--- config.mk ---
export PLATFORM = sky130hd
export DESIGN_NAME = remote_cmd_link
export DESIGN_NICKNAME = d
export VERILOG_FILES = /design/src/rtl/remote_link_pkg.sv /design/src/rtl/uart_xcvr.sv /design/src/rtl/remote_cmd_link.sv
export SDC_FILE = /design/constraint.sdc
export NUM_CORES = 1
export LEC_CHECK = 0
export BUFFER_PORTS_ARGS = -buffer_cell sky130_fd_sc_hd__buf_2
export CAP_MARGIN = 10
export CORE_ASPECT_RATIO = 1.4
export CORE_UTILIZATION = 50
export CTS_BUF_LIST = sky130_fd_sc_hd__clkbuf_4
export DETAILED_ROUTE_END_ITERATION = 8
export GPL_TIMING_DRIVEN = 0
export PLACE_DENSITY = 0.71
export SLEW_MARGIN = 10
export SYNTH_ARGS = -nofsm -noshare
export SYNTH_HDL_FRONTEND = slang
export SYNTH_SLANG_ARGS = --single-unit
--- constraint.sdc ---
create_clock -name clk -period 2.8 [get_ports clk]
set_input_delay 0.84 -clock clk [delete_from_list [all_inputs] [get_ports clk]]
set_output_delay 0.84 -clock clk [all_outputs]
set_load 0.02 [all_outputs]
--- src/rtl/remote_link_pkg.sv ---
// Shared types and constants for the knight-side command link.
package remote_link_pkg;

  // UART engine phases (used by both the receiver and the transmitter).
  typedef enum logic [1:0] {
    IDLE,
    START,
    DATA,
    STOP
  } uart_state_t;

  // Command byte-assembly phase: which half of the 16-bit command is next.
  typedef enum logic {
    HIGH,
    LOW
  } asm_state_t;

  // Positive acknowledge byte returned to the host.
  localparam logic [7:0] POS_ACK = 8'hA5;

  // 50 MHz system clock / 19200 baud.
  localparam int DEFAULT_BAUD_DIV = 2604;

endpackage

--- src/rtl/uart_xcvr.sv ---
// Full-duplex UART: independent receive and transmit engines sharing one clock.
// Receive: 2-flop synchronizer, falling-edge start detect, centre sampling,
// rx_rdy pulse on a good stop bit, frm_err pulse on a bad one.
// Transmit: start, 8 data bits LSB first, stop; tx_done pulses as the stop bit ends.
// Handshake: trmt is a 1-cycle request that is accepted only when tx_busy is low;
// tx_busy rises the cycle after acceptance and falls together with the tx_done pulse.
module uart_xcvr
  import remote_link_pkg::*;
#(
  parameter int BAUD_DIV = DEFAULT_BAUD_DIV,
  parameter int BAUD_W   = 12
) (
  input  logic       clk,
  input  logic       rst,
  input  logic       RX,
  output logic       TX,
  output logic [7:0] rx_data,
  output logic       rx_rdy,
  output logic       frm_err,
  input  logic       trmt,
  input  logic [7:0] tx_data,
  output logic       tx_done,
  output logic       tx_busy
);

  localparam logic [BAUD_W-1:0] BAUD_LAST = BAUD_W'(BAUD_DIV - 1);
  localparam logic [BAUD_W-1:0] HALF_LAST = BAUD_W'(BAUD_DIV / 2 - 1);

  // ---------------- receiver ----------------
  logic              rx_ff1;
  logic              rx_s;
  logic              rx_prev;
  uart_state_t       rx_state;
  logic [BAUD_W-1:0] rx_cnt;
  logic [3:0]        rx_bits;
  logic [7:0]        rx_shift;

  assign rx_data = rx_shift;

  // Synchronize RX and keep its previous value for falling-edge detection; idles high.
  always_ff @(posedge clk or posedge rst) begin
    if (rst) begin
      rx_ff1  <= 1'b1;
      rx_s    <= 1'b1;
      rx_prev <= 1'b1;
    end else begin
      rx_ff1  <= RX;
      rx_s    <= rx_ff1;
      rx_prev <= rx_s;
    end
  end

  // Receive FSM: rx_bits counts samples taken (start=1, data 2..9, stop=10).
  always_ff @(posedge clk or posedge rst) begin
    if (rst) begin
      rx_state <= IDLE;
      rx_cnt   <= '0;
      rx_bits  <= '0;
      rx_shift <= '0;
      rx_rdy   <= 1'b0;
      frm_err  <= 1'b0;
    end else begin
      rx_rdy  <= 1'b0;
      frm_err <= 1'b0;
      case (rx_state)
        IDLE: begin
          if (rx_prev && !rx_s) begin
            rx_state <= START;
            rx_cnt   <= '0;
            rx_bits  <= '0;
          end
        end
        START: begin
          if (rx_cnt == HALF_LAST) begin
            rx_cnt <= '0;
            // A line already back high at the start-bit centre was a glitch.
            if (rx_s) begin
              rx_state <= IDLE;
            end else begin
              rx_state <= DATA;
              rx_bits  <= 4'd1;
            end
          end else begin
            rx_cnt <= rx_cnt + 1'b1;
          end
        end
        DATA: begin
          if (rx_cnt == BAUD_LAST) begin
            rx_cnt   <= '0;
            rx_shift <= {rx_s, rx_shift[7:1]};
            rx_bits  <= rx_bits + 4'd1;
            if (rx_bits == 4'd8) rx_state <= STOP;
          end else begin
            rx_cnt <= rx_cnt + 1'b1;
          end
        end
        STOP: begin
          if (rx_cnt == BAUD_LAST) begin
            rx_cnt   <= '0;
            rx_bits  <= rx_bits + 4'd1;
            rx_state <= IDLE;
            if (rx_s) rx_rdy  <= 1'b1;
            else      frm_err <= 1'b1;
          end else begin
            rx_cnt <= rx_cnt + 1'b1;
          end
        end
        default: rx_state <= IDLE;
      endcase
    end
  end

  // ---------------- transmitter ----------------
  uart_state_t       tx_state;
  logic [BAUD_W-1:0] tx_cnt;
  logic [3:0]        tx_bits;
  logic [7:0]        tx_shift;

  // Transmit FSM: TX is registered; tx_bits counts completed bit times (stop ends at 10).
  always_ff @(posedge clk or posedge rst) begin
    if (rst) begin
      tx_state <= IDLE;
      tx_cnt   <= '0;
      tx_bits  <= '0;
      tx_shift <= '0;
      TX       <= 1'b1;
      tx_busy  <= 1'b0;
      tx_done  <= 1'b0;
    end else begin
      tx_done <= 1'b0;
      case (tx_state)
        IDLE: begin
          if (trmt) begin
            tx_shift <= tx_data;
            TX       <= 1'b0;
            tx_busy  <= 1'b1;
            tx_cnt   <= '0;
            tx_bits  <= '0;
            tx_state <= START;
          end
        end
        START: begin
          if (tx_cnt == BAUD_LAST) begin
            tx_cnt   <= '0;
            tx_bits  <= 4'd1;
            TX       <= tx_shift[0];
            tx_shift <= {1'b1, tx_shift[7:1]};
            tx_state <= DATA;
          end else begin
            tx_cnt <= tx_cnt + 1'b1;
          end
        end
        DATA: begin
          if (tx_cnt == BAUD_LAST) begin
            tx_cnt  <= '0;
            tx_bits <= tx_bits + 4'd1;
            if (tx_bits == 4'd8) begin
              TX       <= 1'b1;
              tx_state <= STOP;
            end else begin
              TX       <= tx_shift[0];
              tx_shift <= {1'b1, tx_shift[7:1]};
            end
          end else begin
            tx_cnt <= tx_cnt + 1'b1;
          end
        end
        STOP: begin
          if (tx_cnt == BAUD_LAST) begin
            tx_cnt   <= '0;
            tx_bits  <= tx_bits + 4'd1;
            tx_done  <= 1'b1;
            tx_busy  <= 1'b0;
            tx_state <= IDLE;
          end else begin
            tx_cnt <= tx_cnt + 1'b1;
          end
        end
        default: tx_state <= IDLE;
      endcase
    end
  end

endmodule

--- src/rtl/remote_cmd_link.sv ---
// Knight-side command link: assembles two received bytes (high first) into a
// 16-bit command for cmd_proc and sends a response byte back on request.
// cmd_rdy is a level that stays high until clr_cmd_rdy or until the high byte
// of a newer command arrives; a completing low byte beats a same-cycle clear.
module remote_cmd_link
  import remote_link_pkg::*;
#(
  parameter int BAUD_DIV = DEFAULT_BAUD_DIV,
  parameter int BAUD_W   = 12
) (
  input  logic        clk,
  input  logic        rst,
  input  logic        RX,
  output logic        TX,
  output logic [15:0] cmd,
  output logic        cmd_rdy,
  input  logic        clr_cmd_rdy,
  input  logic [7:0]  resp,
  input  logic        send_resp,
  output logic        resp_sent,
  output logic        tx_busy,
  output logic        frm_err
);

  logic [7:0] rx_data;
  logic       rx_rdy;
  asm_state_t asm_state;

  uart_xcvr #(
    .BAUD_DIV(BAUD_DIV),
    .BAUD_W  (BAUD_W)
  ) u_xcvr (
    .clk    (clk),
    .rst    (rst),
    .RX     (RX),
    .TX     (TX),
    .rx_data(rx_data),
    .rx_rdy (rx_rdy),
    .frm_err(frm_err),
    .trmt   (send_resp),
    .tx_data(resp),
    .tx_done(resp_sent),
    .tx_busy(tx_busy)
  );

  // Byte-assembly FSM with the command register and cmd_rdy flag.
  always_ff @(posedge clk or posedge rst) begin
    if (rst) begin
      asm_state <= HIGH;
      cmd       <= '0;
      cmd_rdy   <= 1'b0;
    end else begin
      if (rx_rdy) begin
        if (asm_state == HIGH) begin
          cmd[15:8] <= rx_data;
          cmd_rdy   <= 1'b0;
          asm_state <= LOW;
        end else begin
          cmd[7:0]  <= rx_data;
          cmd_rdy   <= 1'b1;
          asm_state <= HIGH;
        end
      end else if (clr_cmd_rdy) begin
        cmd_rdy <= 1'b0;
      end
      // A corrupted byte leaves the pairing unknown; resynchronize on a high byte.
      if (frm_err) asm_state <= HIGH;
    end
  end

endmodule

# Yosys cells after proc, flatten, opt, wreduce, memory -nomap -nowiden
# Cells that the tools add are included.
dict set report totals {
  register_bits 78
  latchBits 0
  ram_bits 0
  rom_bits 0
  inputBits 13
  out_inout_bits 21
  memories 0
}
dict set report classes {
  n_addsub 4
  mul 0
  div_mod_pow 0
  n_lt_le_gt_ge 0
  n_eq_ne 25
  shift 0
  n_mux 56
  n_bitwise 1
  n_reduce_logical 21
}
# op count
set ops {}
lappend ops {{12-bit two-way mux} 5}
lappend ops {{12-bit one-hot mux with 3 select lines} 1}
lappend ops {{8-bit two-way mux} 4}
lappend ops {{4-bit two-way mux} 7}
lappend ops {{12-bit by 1-bit adder with 12-bit output, second input constant} 2}
lappend ops {{12-bit equality test, second input constant} 2}
lappend ops {{12-bit one-hot mux with 2 select lines} 1}
lappend ops {{4-bit one-hot mux with 3 select lines} 2}
lappend ops {{8-bit one-hot mux with 3 select lines} 1}
lappend ops {{2-bit two-way mux} 11}
lappend ops {{2-bit by 1-bit inequality test with 1-bit output, second input constant} 11}
lappend ops {{1-bit two-way mux} 20}
lappend ops {{2-bit one-hot mux with 4 select lines} 2}
lappend ops {{5-bit AND reduction} 3}
lappend ops {{12-bit by 11-bit equality test with 1-bit output, second input constant} 1}
lappend ops {{4-bit by 1-bit adder with 4-bit output, second input constant} 2}
lappend ops {{2-bit equality test, second input constant} 4}
lappend ops {{4-bit equality test, second input constant} 2}
lappend ops {{4-bit AND reduction} 2}
lappend ops {{2-bit inequality test, second input constant} 3}
lappend ops {{2-bit AND reduction} 3}
lappend ops {{3-bit AND reduction} 2}
lappend ops {{2-bit nonzero test} 3}
lappend ops {{2-bit by 1-bit equality test with 1-bit output, second input constant} 2}
lappend ops {{9 further kinds} 11}

# Longest topological paths before layout
# Gate-level depths: netlist of run 1.
dict set report depth {
  depth_word 4
  mapped_depth 7
  ltp_nobuf 6
}

# Cells and area by module
# Synthesis of run 1 repeated with hierarchy kept, for this count alone.
dict set report unflattened {
  hier_cells 363
  hier_area_um2 3972.6
}
# mod instances cells_per_inst area_each_um2 seq_area_each_um2
set modules_own_cells {}
lappend modules_own_cells {uart_xcvr 1 321 3260.6 1506.4}
lappend modules_own_cells {remote_cmd_link 1 42 711.9 450.4}

# Worst setup path after synthesis of run 1
# Ideal clock, no wire load.
dict set report synth_path {
  kind {flip-flop to flip-flop}
  start {reg u_xcvr.tx_state[0]}
  end {reg u_xcvr.tx_shift[0]}
  arrival_ps 1985
  setup_slack_ps 690
  stages_incl_launch_ff 7
  cell_sequence {dfrtp_1 > inv_1 > ha_1 > or2_2 > clkbuf_1 > a211oi_4 > mux2_4}
}
dict set report synth_via {
  elab_chain_len 3
  elab_cells_between_ends 10
}
# element line_no
set synth_lines {}
lappend synth_lines {{from (decl)} uart_xcvr.sv:114} ;# uart_state_t tx_state;
lappend synth_lines {{from (signal assigned)} uart_xcvr.sv:122} ;# tx_state <= IDLE;
lappend synth_lines {{from (signal assigned)} uart_xcvr.sv:139} ;# tx_state <= START;
lappend synth_lines {{from (signal assigned)} uart_xcvr.sv:148} ;# tx_state <= DATA;
lappend synth_lines {{2-bit equality test (tied with other cells)} uart_xcvr.sv:131} ;# case (tx_state)
lappend synth_lines {{2-bit inequality test (no line) (tied with other cells)} n/a}
lappend synth_lines {{5-bit AND reduction (no line)} n/a}
lappend synth_lines {{to (signal assigned)} uart_xcvr.sv:134} ;# tx_shift <= tx_data;
lappend synth_lines {{to (signal assigned)} uart_xcvr.sv:147} ;# tx_shift <= {1'b1, tx_shift[7:1]};
lappend synth_lines {{to (signal assigned)} uart_xcvr.sv:162} ;# tx_shift <= {1'b1, tx_shift[7:1]};
lappend synth_lines {{to (decl)} uart_xcvr.sv:117} ;# logic [7:0] tx_shift;
# Parallel ways exist; a longest one is shown, timed or not.
# A chain may end at the register's enable or synchronous reset.

# Final worst setup path of run 1
dict set report layout_path {
  start {reg u_xcvr.tx_state[0]}
  end {reg u_xcvr.tx_shift[2]}
}
# The elaborated chain is that of the path after synthesis.

==> report_table.html, run 1 <==
<table>
<tr><th>Metric</th><th>Value</th></tr>
<tr><th colspan="2">Timing</th></tr>
<tr><td>Endpoints failing setup</td><td>0</td></tr>
<tr><td>Number of hold violations in the final report</td><td>0</td></tr>
<tr><td>Max-slew violation count</td><td>0</td></tr>
<tr><td>Final clock period utilization by the worst path</td><td>85.1%</td></tr>
<tr><td>Total negative setup slack</td><td>0 ns</td></tr>
<tr><td>Unrepaired setup endpoints after global routing</td><td>no</td></tr>
<tr><td>Pin slew with the least headroom to its limit</td><td>0.794 ns</td></tr>
<tr><td>Worst-case clock skew</td><td>0.0158 ns</td></tr>
<tr><td>Final Hold Slack</td><td>0.378 ns</td></tr>
<tr><td>Worst slew margin relative to its limit</td><td>46.8%</td></tr>
<tr><td>Period minus WS final</td><td>2.38 ns</td></tr>
<tr><td>F_max</td><td>0.419 GHz</td></tr>
<tr><th colspan="2">Clock tree</th></tr>
<tr><td>Clk sink count</td><td>78</td></tr>
<tr><td>Clock buffer depth</td><td>2</td></tr>
<tr><td>TritonCTS buffer count</td><td>9</td></tr>
<tr><td>TritonCTS clock tree</td><td>built</td></tr>
<tr><td>Deepest level of the CTS H-tree</td><td>3</td></tr>
<tr><td>Post-cts gate resize count</td><td>0</td></tr>
<tr><td>Clock-pin transition on the worst setup and hold timing paths</td><td>0.13 ns</td></tr>
<tr><td>Cts-stage hold buffer count</td><td>0</td></tr>
<tr><td>Post-CTS Setup Bufs</td><td>0</td></tr>
<tr><td>Clk root buf</td><td>sky130_fd_sc_hd__clkbuf_4</td></tr>
<tr><td>Clock network latency to the later pin of the worst-skew pair</td><td>0.44 ns</td></tr>
<tr><th colspan="2">Synth</th></tr>
<tr><td>Cells taking the most area after synthesis</td><td>sky130_fd_sc_hd__dfrtp_1, sky130_fd_sc_hd__mux2_2, sky130_fd_sc_hd__ha_1</td></tr>
<tr><td>Number of flip-flops and latches in the synthesized netlist</td><td>78</td></tr>
<tr><td>Netlist Area Pre-Place</td><td>3950 um2</td></tr>
<tr><td>Count of yosys warnings during synthesis</td><td>0</td></tr>
<tr><td>Synth async-reset ratio</td><td>100%</td></tr>
<tr><td>Mean Syn Cell Area</td><td>11.3 um2</td></tr>
<tr><td>Cell with the most instances after synthesis</td><td>sky130_fd_sc_hd__dfrtp_1</td></tr>
<tr><td>Synth cell count leaders</td><td>sky130_fd_sc_hd__dfrtp_1, sky130_fd_sc_hd__mux2_2, sky130_fd_sc_hd__nand2_1, sky130_fd_sc_hd__nor2_1, sky130_fd_sc_hd__inv_1</td></tr>
<tr><td>Most common flop cell mapped by yosys</td><td>sky130_fd_sc_hd__dfrtp_1</td></tr>
<tr><td>Number of synthesized flops with an enable pin</td><td>0</td></tr>
<tr><td>Post-synthesis cell type count</td><td>56</td></tr>
<tr><td>Cell count after synthesis</td><td>350</td></tr>
<tr><td>Synthesized net count</td><td>375</td></tr>
<tr><td>Share of Yosys cell area claimed by the top area cell type</td><td>46.9%</td></tr>
<tr><td>Register area share after synthesis</td><td>49.5%</td></tr>
<tr><td>Synth area leader</td><td>sky130_fd_sc_hd__dfrtp_1</td></tr>
<tr><th colspan="2">Power</th></tr>
<tr><td>Cell area power density</td><td>560 nW/um2</td></tr>
<tr><td>Internal power consumption</td><td>1.70 mW</td></tr>
<tr><td>Power after layout</td><td>2.49 mW</td></tr>
<tr><td>Part of the power in combinational logic</td><td>20.8%</td></tr>
<tr><td>Switching power</td><td>0.786 mW</td></tr>
<tr><td>Sequential group share of total power</td><td>51.0%</td></tr>
<tr><td>Clock network fraction of total power</td><td>28.2%</td></tr>
<tr><td>Static Leakage</td><td>2.08 nW</td></tr>
<tr><td>Peak supply drop</td><td>0.354 mV</td></tr>
<tr><td>Share of total power consumed by net switching</td><td>31.6%</td></tr>
<tr><th colspan="2">Final layout</th></tr>
<tr><td>Count of nets after finishing</td><td>421</td></tr>
<tr><td>Antenna Diode Count</td><td>0</td></tr>
<tr><td>Layout overhead on the synthesized area</td><td>12.3%</td></tr>
<tr><td>Share of post-route cells with drive strength above 1</td><td>27.2%</td></tr>
<tr><td>Cell area after layout</td><td>4440 um2</td></tr>
<tr><td>Share of the core filled with cells</td><td>57.6%</td></tr>
<tr><th colspan="2">Global route</th></tr>
<tr><td>First-pass GRT wire length</td><td>12,400 um</td></tr>
<tr><td>All-Layer GR Usage</td><td>19.4%</td></tr>
<tr><td>Remaining global-route overflow</td><td>0</td></tr>
<tr><td>Initial antenna violation count</td><td>0</td></tr>
<tr><td>Pin count of the biggest net entering global routing</td><td>36</td></tr>
<tr><td>Number of global-route vias before repair</td><td>2,815</td></tr>
<tr><th colspan="2">Placement</th></tr>
<tr><td>Placer congestion estimate</td><td>0.895</td></tr>
<tr><td>Placed wire-length estimate</td><td>5330 um</td></tr>
<tr><td>IO Port Bufs</td><td>33</td></tr>
<tr><td>Cell area after placement</td><td>4290 um2</td></tr>
<tr><th colspan="2">Drt</th></tr>
<tr><td>Final wirelength</td><td>7360 um</td></tr>
<tr><td>Length of the first detailed-routing pass in iterations</td><td>5</td></tr>
<tr><td>Post-DR wirelength/cell</td><td>14.7 um</td></tr>
<tr><td>Detailed router's first-iteration violation count</td><td>112</td></tr>
<tr><td>Mean number of vias per cell</td><td>5.67</td></tr>
<tr><td>DRC violation count after routing</td><td>0</td></tr>
<tr><td>Count of vias placed by the detailed router</td><td>2,841</td></tr>
<tr><td>Post-route ant nets</td><td>0</td></tr>
<tr><th colspan="2">Worst setup path</th></tr>
<tr><td>Critical Path Sink</td><td>u_xcvr.tx_shift[2]</td></tr>
<tr><td>Crit path required time</td><td>3.13 ns</td></tr>
<tr><td>Kind of end point of the critical path</td><td>flop</td></tr>
<tr><td>Crit Path Category</td><td>reg -&gt; reg</td></tr>
<tr><td>Maximum fanout along the worst path</td><td>9</td></tr>
<tr><td>Arrival time worst endpoint</td><td>2.72 ns</td></tr>
<tr><td>Worst reg2reg path depth</td><td>6</td></tr>
<tr><td>Register-to-register setup slack</td><td>0.42 ns</td></tr>
<tr><td>Startpoint of the worst-slack reg-to-reg timing path</td><td>u_xcvr.tx_state[0]</td></tr>
<tr><td>Critical path origin</td><td>u_xcvr.tx_state[0]</td></tr>
<tr><td>Kind of start point of the critical path</td><td>flop</td></tr>
<tr><td>Worst r2r dst</td><td>u_xcvr.tx_shift[2]</td></tr>
<tr><th colspan="2">Die</th></tr>
<tr><td>Standard-cell rows</td><td>38</td></tr>
<tr><td>DIE WIDTH</td><td>77.1 um</td></tr>
<tr><td>Core Region</td><td>7700 um2</td></tr>
<tr><td>Initial Util</td><td>51.3%</td></tr>
<tr><td>Floorplan die area</td><td>8270 um2</td></tr>
<tr><td>Die boundary height</td><td>107 um</td></tr>
<tr><td>Count of boundary I/O pins</td><td>34</td></tr>
<tr><th colspan="2">Hold path</th></tr>
<tr><td>Worst hold path cell count</td><td>0</td></tr>
<tr><td>Worst Hold Class</td><td>reg -&gt; reg</td></tr>
<tr><th colspan="2">Run</th></tr>
<tr><td>Max-cap viol count</td><td>0</td></tr>
<tr><th colspan="2">Status</th></tr>
<tr><td>Status</td><td>finished clean</td></tr>
</table>
==> per-layer routing <==
metal	global-route usage (%)	wire (um)	up-vias
li1	-	-	1376
met1	22.4	3190	1385
met2	32.9	3760	67
met3	5.11	286	13
met4	9.84	126	0
met5	0	0	-
==> worst max-delay path: stages, from the launching register on <==
cell                       delay (ns)
sky130_fd_sc_hd__dfrtp_1         0.45
sky130_fd_sc_hd__inv_1           0.12
sky130_fd_sc_hd__ha_1            0.29
sky130_fd_sc_hd__or2_2           0.29
sky130_fd_sc_hd__clkbuf_1        0.17
sky130_fd_sc_hd__a211oi_4        0.60
sky130_fd_sc_hd__mux2_4          0.35
==> worst min path at each step <==
stage	startpoint	to
2_1_floorplan	u_xcvr.rx_ff1	u_xcvr.rx_s
3_3_place_gp	u_xcvr.rx_ff1	u_xcvr.rx_s
3_5_place_dp	u_xcvr.rx_ff1	u_xcvr.rx_s
4_1_cts	u_xcvr.rx_ff1	u_xcvr.rx_s
5_1_grt	u_xcvr.rx_ff1	u_xcvr.rx_s
6_report	u_xcvr.rx_ff1	u_xcvr.rx_s
==> placed cells by master (no fill, tap or decap), types with 3 or more instances in the layout <==
cell type                    n
sky130_fd_sc_hd__a21o_1      5
sky130_fd_sc_hd__a21oi_1     8
sky130_fd_sc_hd__a22o_1      9
sky130_fd_sc_hd__a31oi_1     4
sky130_fd_sc_hd__and2_1      3
sky130_fd_sc_hd__buf_2      35
sky130_fd_sc_hd__clkbuf_1   12
sky130_fd_sc_hd__clkbuf_4   10
sky130_fd_sc_hd__dfrtp_1    74
sky130_fd_sc_hd__dfstp_2     4
sky130_fd_sc_hd__ha_1       12
sky130_fd_sc_hd__inv_1      18
sky130_fd_sc_hd__mux2_2     34
sky130_fd_sc_hd__mux2_4      7
sky130_fd_sc_hd__mux2i_1     5
sky130_fd_sc_hd__nand2_1    22
sky130_fd_sc_hd__nand2b_1    5
sky130_fd_sc_hd__nand3_1     9
sky130_fd_sc_hd__nand3b_1    4
sky130_fd_sc_hd__nand4_1     3
sky130_fd_sc_hd__nor2_1     20
sky130_fd_sc_hd__nor3_1      7
sky130_fd_sc_hd__o2111ai_1   5
sky130_fd_sc_hd__o211ai_1    9
sky130_fd_sc_hd__o21ai_0     4
sky130_fd_sc_hd__o22ai_1     4
sky130_fd_sc_hd__o31ai_1     4
sky130_fd_sc_hd__or2_2       3
sky130_fd_sc_hd__or3_1       8
sky130_fd_sc_hd__xor2_1      7
==> cell families (layout without fill, tap and decap cells) <==
| logic type | after synthesis | in the layout | synth area share (%) |
|---|---|---|---|
| xor+xnor | 7 | 7 | 1.55 |
| buf+inv | 34 | 85 | 3.29 |
| fa+ha+maj | 12 | 12 | 3.80 |
| mux | 46 | 46 | 13.6 |
| compound gates | 68 | 68 | 13.1 |
| simple gates | 105 | 105 | 15.1 |
| flops | 78 | 78 | 49.5 |
==> registers in the layout, summed over array words and instances (netlist names), 2 cells and up, named ones only <==
register	flops
u_xcvr.rx_bits	4
u_xcvr.rx_cnt	12
u_xcvr.tx_bits	4
u_xcvr.tx_shift	8
u_xcvr.tx_cnt	12
u_xcvr.rx_data	8
cmd	16
u_xcvr.tx_state	2
==> stage by stage <==
stage,std cells,setup slack (ns)
final,501,0.416
after global routing,501,0.247
after CTS,501,0.409
after detailed placement,485,0.443
after global placement,483,0.429
after floorplan,350,0.690
==> layout make-up <==
type                            count  area (um2)
Clock buffer                       10        75.1
Buffer                             15        58.8
Timing Repair Buffer               35         213
Fill cell                         673        3260
Inverter                           19        75.1
Multi-Input combinational cell    238        1870
Clock inverter                      6        68.8
Tap cell                          100         125
Sequential cell                    78        1960
==> power groups by stage <==
stage	Sequential, mW	Clock, mW	Combinational (mW)
floorplan	1.28	0	0.407
global placement	1.29	0	0.502
detailed placement	1.29	0	0.520
CTS	1.27	0.726	0.523
global route	1.28	0.775	0.583
finish	1.27	0.701	0.517
Power figures use the tool's default switching activity.
==> inputs of run 2 (changes only) <==
--- a/config.mk
+++ b/config.mk
@@ -12,7 +12,7 @@
 export CTS_BUF_LIST = sky130_fd_sc_hd__clkbuf_4
 export DETAILED_ROUTE_END_ITERATION = 8
 export GPL_TIMING_DRIVEN = 0
-export PLACE_DENSITY = 0.71
+export PLACE_DENSITY = 0.69
 export SLEW_MARGIN = 10
 export SYNTH_ARGS = -nofsm -noshare
 export SYNTH_HDL_FRONTEND = slang
==> constraint.sdc (replaced) <==
create_clock -name clk -period 3 [get_ports clk]
set_input_delay 0.9 -clock clk [delete_from_list [all_inputs] [get_ports clk]]
set_output_delay 0.9 -clock clk [all_outputs]
set_load 0.02 [all_outputs]
==> run 2 against run 1 <==
  * Total power shrank 9.1%
  * Clock power shrank 16%
  * Worst hold slack lost 0.0014 ns
  * Wire length grew 0.31%
  * Count of clock-buffer cells in the layout shrank 1
  * Via count shrank 0.63%
  * Sequential cell count is the same
  * Critical endpoint is now u_xcvr.tx_cnt[11]
==> report_table.html, run 2 (synthesis results as in run 1) <==
<table>
<tr><th>Metric</th><th>Value</th></tr>
<tr><th colspan="2">Placement</th></tr>
<tr><td>Worst slack at placement</td><td>0.665 ns</td></tr>
<tr><td>Cell area after placement</td><td>4270 um2</td></tr>
<tr><td>Placer congestion estimate</td><td>0.807</td></tr>
<tr><td>Placed wire-length estimate</td><td>5210 um</td></tr>
<tr><td>IO Port Bufs</td><td>33</td></tr>
<tr><th colspan="2">Final layout</th></tr>
<tr><td>Regs by FF count</td><td>cmd: 16 flops, u_xcvr.rx_cnt: 12 flops, u_xcvr.tx_cnt: 12 flops</td></tr>
<tr><td>Commonest non-fill, non-tap cell in the layout</td><td>sky130_fd_sc_hd__dfrtp_1</td></tr>
<tr><td>Antenna Diode Count</td><td>0</td></tr>
<tr><td>Cell area after layout</td><td>4400 um2</td></tr>
<tr><td>Area taken by multi-input logic gates</td><td>1870 um2</td></tr>
<tr><td>Storage element area</td><td>1960 um2</td></tr>
<tr><td>Count of nets after finishing</td><td>420</td></tr>
<tr><td>Leading cell types in the layout, fill and taps excluded</td><td>sky130_fd_sc_hd__dfrtp_1, sky130_fd_sc_hd__buf_2, sky130_fd_sc_hd__mux2_2</td></tr>
<tr><td>Filler cell count</td><td>659</td></tr>
<tr><td>Share of post-route cells with drive strength above 1</td><td>27.0%</td></tr>
<tr><td>Max FFs per register</td><td>16</td></tr>
<tr><td>Largest register by flop count</td><td>cmd</td></tr>
<tr><td>Layout overhead on the synthesized area</td><td>11.2%</td></tr>
<tr><td>Share of the core filled with cells</td><td>57.1%</td></tr>
<tr><th colspan="2">Clock tree</th></tr>
<tr><td>Clock buffer depth</td><td>2</td></tr>
<tr><td>TritonCTS clock tree</td><td>built</td></tr>
<tr><td>TritonCTS buffer count</td><td>9</td></tr>
<tr><td>Clk sink count</td><td>78</td></tr>
<tr><td>Cts-stage hold buffer count</td><td>0</td></tr>
<tr><td>Post-cts gate resize count</td><td>0</td></tr>
<tr><td>Clock network latency to the later pin of the worst-skew pair</td><td>0.45 ns</td></tr>
<tr><td>Deepest level of the CTS H-tree</td><td>3</td></tr>
<tr><td>Post-CTS Setup Bufs</td><td>0</td></tr>
<tr><td>Clk root buf</td><td>sky130_fd_sc_hd__clkbuf_4</td></tr>
<tr><td>Clock-pin transition on the worst setup and hold timing paths</td><td>0.15 ns</td></tr>
<tr><th colspan="2">Die</th></tr>
<tr><td>DIE WIDTH</td><td>77.1 um</td></tr>
<tr><td>Die boundary height</td><td>107 um</td></tr>
<tr><td>Core Region</td><td>7700 um2</td></tr>
<tr><td>Floorplan die area</td><td>8270 um2</td></tr>
<tr><td>Initial Util</td><td>51.3%</td></tr>
<tr><td>Standard-cell rows</td><td>38</td></tr>
<tr><td>Count of boundary I/O pins</td><td>34</td></tr>
<tr><th colspan="2">Timing</th></tr>
<tr><td>Endpoints failing setup</td><td>0</td></tr>
<tr><td>Worst slew margin relative to its limit</td><td>40.0%</td></tr>
<tr><td>Unrepaired setup endpoints after global routing</td><td>no</td></tr>
<tr><td>Final clock period utilization by the worst path</td><td>80.1%</td></tr>
<tr><td>Worst-case clock skew</td><td>0.0228 ns</td></tr>
<tr><td>Max-slew violation count</td><td>0</td></tr>
<tr><td>Pin slew with the least headroom to its limit</td><td>0.896 ns</td></tr>
<tr><td>Final WS setup</td><td>0.596 ns</td></tr>
<tr><td>F_max</td><td>0.416 GHz</td></tr>
<tr><td>Period minus WS final</td><td>2.40 ns</td></tr>
<tr><td>Number of hold violations in the final report</td><td>0</td></tr>
<tr><th colspan="2">Power</th></tr>
<tr><td>Cell area power density</td><td>514 nW/um2</td></tr>
<tr><td>Part of the power in combinational logic</td><td>21.4%</td></tr>
<tr><td>Sequential group share of total power</td><td>52.6%</td></tr>
<tr><td>Internal power consumption</td><td>1.50 mW</td></tr>
<tr><td>Peak supply drop</td><td>0.332 mV</td></tr>
<tr><td>Static Leakage</td><td>2.07 nW</td></tr>
<tr><td>Share of total power consumed by net switching</td><td>33.8%</td></tr>
<tr><td>Clock network fraction of total power</td><td>26.0%</td></tr>
<tr><td>Switching power</td><td>0.764 mW</td></tr>
<tr><th colspan="2">Drt</th></tr>
<tr><td>Detailed router's first-iteration violation count</td><td>163</td></tr>
<tr><td>Post-route ant nets</td><td>0</td></tr>
<tr><td>Post-DR wirelength/cell</td><td>14.8 um</td></tr>
<tr><td>Length of the first detailed-routing pass in iterations</td><td>6</td></tr>
<tr><td>Final wirelength</td><td>7390 um</td></tr>
<tr><td>Count of vias placed by the detailed router</td><td>2,823</td></tr>
<tr><td>DRC violation count after routing</td><td>0</td></tr>
<tr><td>Mean number of vias per cell</td><td>5.65</td></tr>
<tr><th colspan="2">Worst setup path</th></tr>
<tr><td>Crit Path Category</td><td>reg -&gt; reg</td></tr>
<tr><td>Startpoint of the worst-slack reg-to-reg timing path</td><td>u_xcvr.tx_cnt[0]</td></tr>
<tr><td>Register-to-register setup slack</td><td>0.60 ns</td></tr>
<tr><td>Cell with the most instances on the worst path</td><td>sky130_fd_sc_hd__o211ai_1</td></tr>
<tr><td>Crit path largest cell delay</td><td>0.70 ns</td></tr>
<tr><td>Worst reg2reg path depth</td><td>6</td></tr>
<tr><td>Arrival time worst endpoint</td><td>2.79 ns</td></tr>
<tr><td>Kind of start point of the critical path</td><td>flop</td></tr>
<tr><td>Crit path required time</td><td>3.38 ns</td></tr>
<tr><td>Kind of end point of the critical path</td><td>flop</td></tr>
<tr><td>CP max stage cell</td><td>sky130_fd_sc_hd__a31oi_1</td></tr>
<tr><td>Maximum fanout along the worst path</td><td>10</td></tr>
<tr><td>Worst r2r dst</td><td>u_xcvr.tx_cnt[11]</td></tr>
<tr><td>Ordered cell list for the critical path</td><td>ha_1 -&gt; and4b_1 -&gt; a31oi_1 -&gt; clkbuf_1 -&gt; o211ai_1 -&gt; o211ai_1</td></tr>
<tr><th colspan="2">Global route</th></tr>
<tr><td>All-Layer GR Usage</td><td>19.6%</td></tr>
<tr><td>First-pass GRT wire length</td><td>12,700 um</td></tr>
<tr><td>Remaining global-route overflow</td><td>0</td></tr>
<tr><td>Number of global-route vias before repair</td><td>2,831</td></tr>
<tr><td>Pin count of the biggest net entering global routing</td><td>59</td></tr>
<tr><td>Initial antenna violation count</td><td>0</td></tr>
<tr><th colspan="2">Status</th></tr>
<tr><td>Status</td><td>finished clean</td></tr>
<tr><th colspan="2">Run</th></tr>
<tr><td>Max-cap viol count</td><td>0</td></tr>
<tr><th colspan="2">Hold path</th></tr>
<tr><td>Worst Hold Class</td><td>in -&gt; async</td></tr>
</table>
-- run 2: changes by cell type in the layout (fill, tap and decap cells not counted) --
cell / change
sky130_fd_sc_hd__buf_12: -1
sky130_fd_sc_hd__clkinvlp_4: -1
sky130_fd_sc_hd__inv_4: +1
sky130_fd_sc_hd__clkinv_4: +1
sky130_fd_sc_hd__inv_6: +1
sky130_fd_sc_hd__clkbuf_4: -1
sky130_fd_sc_hd__bufinv_16: -1
-- run 2: through the flow --
stage	TNS [ns]	hold slack [ns]	instances	total power [mW]
final	0	0.376	500	2.26
after global routing	0	0.366	500	2.41
after CTS	0	0.360	500	2.29
after detailed placement	0	0.359	484	1.69
after global placement	-56.95	0.360	483	1.67
after floorplan	0	0.345	350	1.57
-- run 2: worst max-delay path by stage --
stage	from	end	depth (start not counted)
6_report	u_xcvr.tx_cnt[0]	u_xcvr.tx_cnt[11]	6
5_1_grt	u_xcvr.tx_cnt[0]	u_xcvr.tx_cnt[11]	6
4_1_cts	u_xcvr.tx_cnt[0]	u_xcvr.tx_cnt[11]	6
3_5_place_dp	u_xcvr.tx_cnt[0]	u_xcvr.tx_cnt[11]	6
3_3_place_gp	rst	u_xcvr.tx_shift[5]	2
2_1_floorplan	rst	async pin	1
-- run 2: per-layer routing --
| metal | part of all wire [%] | global-route usage (%) |
|---|---|---|
| met3 | 3.5 | 5.45 |
| met1 | 44 | 22.7 |
| met5 | 0 | 0 |
| met2 | 51 | 33.5 |
| met4 | 1.7 | 8.89 |
-- run 2: power groups by stage --
stage	Sequential, mW	Clock [mW]	Combinational (mW)
floorplan	1.19	0	0.380
global placement	1.20	0	0.471
detailed placement	1.21	0	0.486
CTS	1.19	0.615	0.489
global route	1.20	0.658	0.555
finish	1.19	0.587	0.485
-- run 2: critical path: cells and delay by family, from the launching register on --
family          cells  cell delay, ns
buf+inv             1            0.43
compound gates      3            0.96
fa+ha+maj           1            0.25
flops               1            0.43
simple gates        1            0.27
-- run 2: final cells by class --
type | count | share of cell area [%]
Clock buffer | 9 | 1.54
Sequential cell | 78 | 44.5
Buffer | 15 | 1.34
Tap cell | 100 | 2.85
Multi-Input combinational cell | 238 | 42.4
Inverter | 19 | 1.68
Clock inverter | 7 | 1.28
Timing Repair Buffer | 34 | 4.38
==> inputs of run 3 (changes only) <==
==> constraint.sdc (replaced) <==
create_clock -name clk -period 2.4 [get_ports clk]
set_input_delay 0.72 -clock clk [delete_from_list [all_inputs] [get_ports clk]]
set_output_delay 0.72 -clock clk [all_outputs]
set_load 0.02 [all_outputs]
==> run 3 against run 2 <==
  * Global-route usage is 0.31 points higher
  * Setup slack worse by 0.40 ns
  * Sequential power is 24% higher
  * Fmax is 8.8% higher
  * Combinational power is 28% higher
  * Critical endpoint is now u_xcvr.rx_data[5]
==> report_table.html, run 3 (synthesis results as in run 1) <==
<table>
<tr><th>Metric</th><th>Value</th></tr>
<tr><th colspan="2">Status</th></tr>
<tr><td>Status</td><td>finished clean</td></tr>
<tr><th colspan="2">Global route</th></tr>
<tr><td>Number of global-route vias before repair</td><td>2,849</td></tr>
<tr><td>Remaining global-route overflow</td><td>0</td></tr>
<tr><td>Pin count of the biggest net entering global routing</td><td>39</td></tr>
<tr><td>Initial antenna violation count</td><td>1</td></tr>
<tr><td>All-Layer GR Usage</td><td>19.9%</td></tr>
<tr><td>First-pass GRT wire length</td><td>12,800 um</td></tr>
<tr><th colspan="2">Worst setup path</th></tr>
<tr><td>Arrival time worst endpoint</td><td>2.54 ns</td></tr>
<tr><td>Critical path origin</td><td>u_xcvr.rx_cnt[4]</td></tr>
<tr><td>Maximum fanout along the worst path</td><td>8</td></tr>
<tr><td>Kind of start point of the critical path</td><td>flop</td></tr>
<tr><td>Startpoint of the worst-slack reg-to-reg timing path</td><td>u_xcvr.rx_cnt[4]</td></tr>
<tr><td>Kind of end point of the critical path</td><td>flop</td></tr>
<tr><td>Register-to-register setup slack</td><td>0.19 ns</td></tr>
<tr><td>Crit Path Category</td><td>reg -&gt; reg</td></tr>
<tr><td>Crit path required time</td><td>2.73 ns</td></tr>
<tr><th colspan="2">Drt</th></tr>
<tr><td>Final wirelength</td><td>7470 um</td></tr>
<tr><td>Detailed router's first-iteration violation count</td><td>110</td></tr>
<tr><td>Count of vias placed by the detailed router</td><td>2,858</td></tr>
<tr><td>Post-DR wirelength/cell</td><td>14.9 um</td></tr>
<tr><td>Post-route ant nets</td><td>0</td></tr>
<tr><td>DRC violation count after routing</td><td>0</td></tr>
<tr><td>Length of the first detailed-routing pass in iterations</td><td>4</td></tr>
<tr><td>Mean number of vias per cell</td><td>5.68</td></tr>
<tr><th colspan="2">Placement</th></tr>
<tr><td>Worst slack at placement</td><td>0.0242 ns</td></tr>
<tr><td>Placer congestion estimate</td><td>0.825</td></tr>
<tr><td>Placed wire-length estimate</td><td>5320 um</td></tr>
<tr><td>Cell total after placement</td><td>485</td></tr>
<tr><td>IO Port Bufs</td><td>33</td></tr>
<tr><th colspan="2">Run</th></tr>
<tr><td>Max-cap viol count</td><td>0</td></tr>
<tr><th colspan="2">Clock tree</th></tr>
<tr><td>Clk sink count</td><td>78</td></tr>
<tr><td>Clock network latency to the later pin of the worst-skew pair</td><td>0.44 ns</td></tr>
<tr><td>TritonCTS buffer count</td><td>9</td></tr>
<tr><td>Clock buffer depth</td><td>2</td></tr>
<tr><td>Deepest level of the CTS H-tree</td><td>3</td></tr>
<tr><td>Clk root buf</td><td>sky130_fd_sc_hd__clkbuf_4</td></tr>
<tr><td>TritonCTS clock tree</td><td>built</td></tr>
<tr><td>Clock-pin transition on the worst setup and hold timing paths</td><td>0.14 ns</td></tr>
<tr><th colspan="2">Timing</th></tr>
<tr><td>Final clock period utilization by the worst path</td><td>92.0%</td></tr>
<tr><td>F_max</td><td>0.453 GHz</td></tr>
<tr><td>Worst slew margin relative to its limit</td><td>58.0%</td></tr>
<tr><td>Period minus WS final</td><td>2.21 ns</td></tr>
<tr><td>Pin slew with the least headroom to its limit</td><td>0.626 ns</td></tr>
<tr><td>Max-slew violation count</td><td>0</td></tr>
<tr><td>Final WS setup</td><td>0.191 ns</td></tr>
<tr><td>Worst-case clock skew</td><td>0.0171 ns</td></tr>
<tr><td>Unrepaired setup endpoints after global routing</td><td>no</td></tr>
<tr><td>Endpoints failing setup</td><td>0</td></tr>
<tr><td>Number of hold violations in the final report</td><td>0</td></tr>
<tr><td>Total negative setup slack</td><td>0 ns</td></tr>
<tr><th colspan="2">Final layout</th></tr>
<tr><td>Largest register by flop count</td><td>cmd</td></tr>
<tr><td>Max FFs per register</td><td>16</td></tr>
<tr><td>Commonest non-fill, non-tap cell in the layout</td><td>sky130_fd_sc_hd__dfrtp_1</td></tr>
<tr><td>Regs by FF count</td><td>cmd: 16 flops, u_xcvr.rx_cnt: 12 flops, u_xcvr.tx_cnt: 12 flops</td></tr>
<tr><td>Area taken by multi-input logic gates</td><td>1880 um2</td></tr>
<tr><td>Storage element area</td><td>1960 um2</td></tr>
<tr><td>Non-Filler Instances</td><td>503</td></tr>
<tr><td>Filler cell count</td><td>683</td></tr>
<tr><td>Share of post-route cells with drive strength above 1</td><td>27.9%</td></tr>
<tr><td>Leading cell types in the layout, fill and taps excluded</td><td>sky130_fd_sc_hd__dfrtp_1, sky130_fd_sc_hd__buf_2, sky130_fd_sc_hd__mux2_2</td></tr>
<tr><td>Count of nets after finishing</td><td>422</td></tr>
<tr><td>Layout overhead on the synthesized area</td><td>12.5%</td></tr>
<tr><th colspan="2">Die</th></tr>
<tr><td>DIE WIDTH</td><td>77.1 um</td></tr>
<tr><td>Standard-cell rows</td><td>38</td></tr>
<tr><td>Die boundary height</td><td>107 um</td></tr>
<tr><td>Count of boundary I/O pins</td><td>34</td></tr>
<tr><td>Core Region</td><td>7700 um2</td></tr>
<tr><td>Floorplan die area</td><td>8270 um2</td></tr>
<tr><td>Initial Util</td><td>51.3%</td></tr>
<tr><th colspan="2">Power</th></tr>
<tr><td>Peak supply drop</td><td>0.356 mV</td></tr>
<tr><td>Static Leakage</td><td>2.08 nW</td></tr>
<tr><td>Cell area power density</td><td>637 nW/um2</td></tr>
<tr><th colspan="2">Hold path</th></tr>
<tr><td>Worst Hold Class</td><td>in -&gt; async</td></tr>
</table>
## run 3: cell count changes in the layout (fill, tap and decap cells not counted), sizes merged
cell / before / now
buf: 37 / 39
clkinvlp: 1 / 2
diode: 0 / 1
inv: 22 / 21
## run 3: power breakdown
group	switching (mW)	internal, mW
sequential	0.0798	1.40
combinational	0.372	0.247
clock	0.501	0.225
total	0.953	1.88
## run 3: routing by layer
metal	track usage, %	wire length (um)	vias up	share of wire, %
met3	4.68	253	9	3.4
met1	24.2	3370	1418	45
met4	10.2	133	0	1.8
met5	0	0	-	0
li1	-	-	1384	-
met2	32.8	3720	47	50
## run 3: path summary, 6_finish.rpt
path                       depth (start not counted)                end
setup reg to reg                                   4  u_xcvr.rx_data[5]
setup / recovery                                   4  u_xcvr.rx_data[5]
hold / removal                                     2             cmd[4]
hold reg to reg                                    0        u_xcvr.rx_s
min in group clk                                   0        u_xcvr.rx_s
max in group asynchronous                          4      u_xcvr.rx_ff1
## run 3: what timing repair did
| action | 4_1_cts | 5_1_grt |
|---|---|---|
| buffers inserted | 0 | 1 |
| gates resized for setup | 0 | 4 |
| endpoints found under the setup margin | 0 | 19 |
| hold buffers | 0 | 0 |
## run 3: stage by stage
step | instance area [um2] | util (%) | total power [mW] | hold slack, ns
global placement | 4250 | 55.1 | 2.09 | 0.346
detailed placement | 4290 | 55.7 | 2.12 | 0.347
global route | 4450 | 57.7 | 3.02 | 0.237
CTS | 4410 | 57.3 | 2.85 | 0.227
finish | 4450 | 57.7 | 2.83 | 0.243
floorplan | 3960 | - | 1.96 | 0.345
## run 3: worst max-delay path, stage by stage, from the launching register on
cell                      delay (ns)
sky130_fd_sc_hd__dfrtp_1        0.46
sky130_fd_sc_hd__nor4b_1        0.44
sky130_fd_sc_hd__nand4_1        0.27
sky130_fd_sc_hd__nor3_2         0.54
sky130_fd_sc_hd__mux2_2         0.40
## run 3: cell type report
type	instances	share of cell area [%]
flip-flops and latches	78	44.0
multi-input cells	238	42.2
repair buffers	36	5.06
well taps	100	2.81
inverters	19	1.69
clock buffers	9	1.52
plain buffers	15	1.35
clock inverters	7	1.27
diodes	1	0.0563
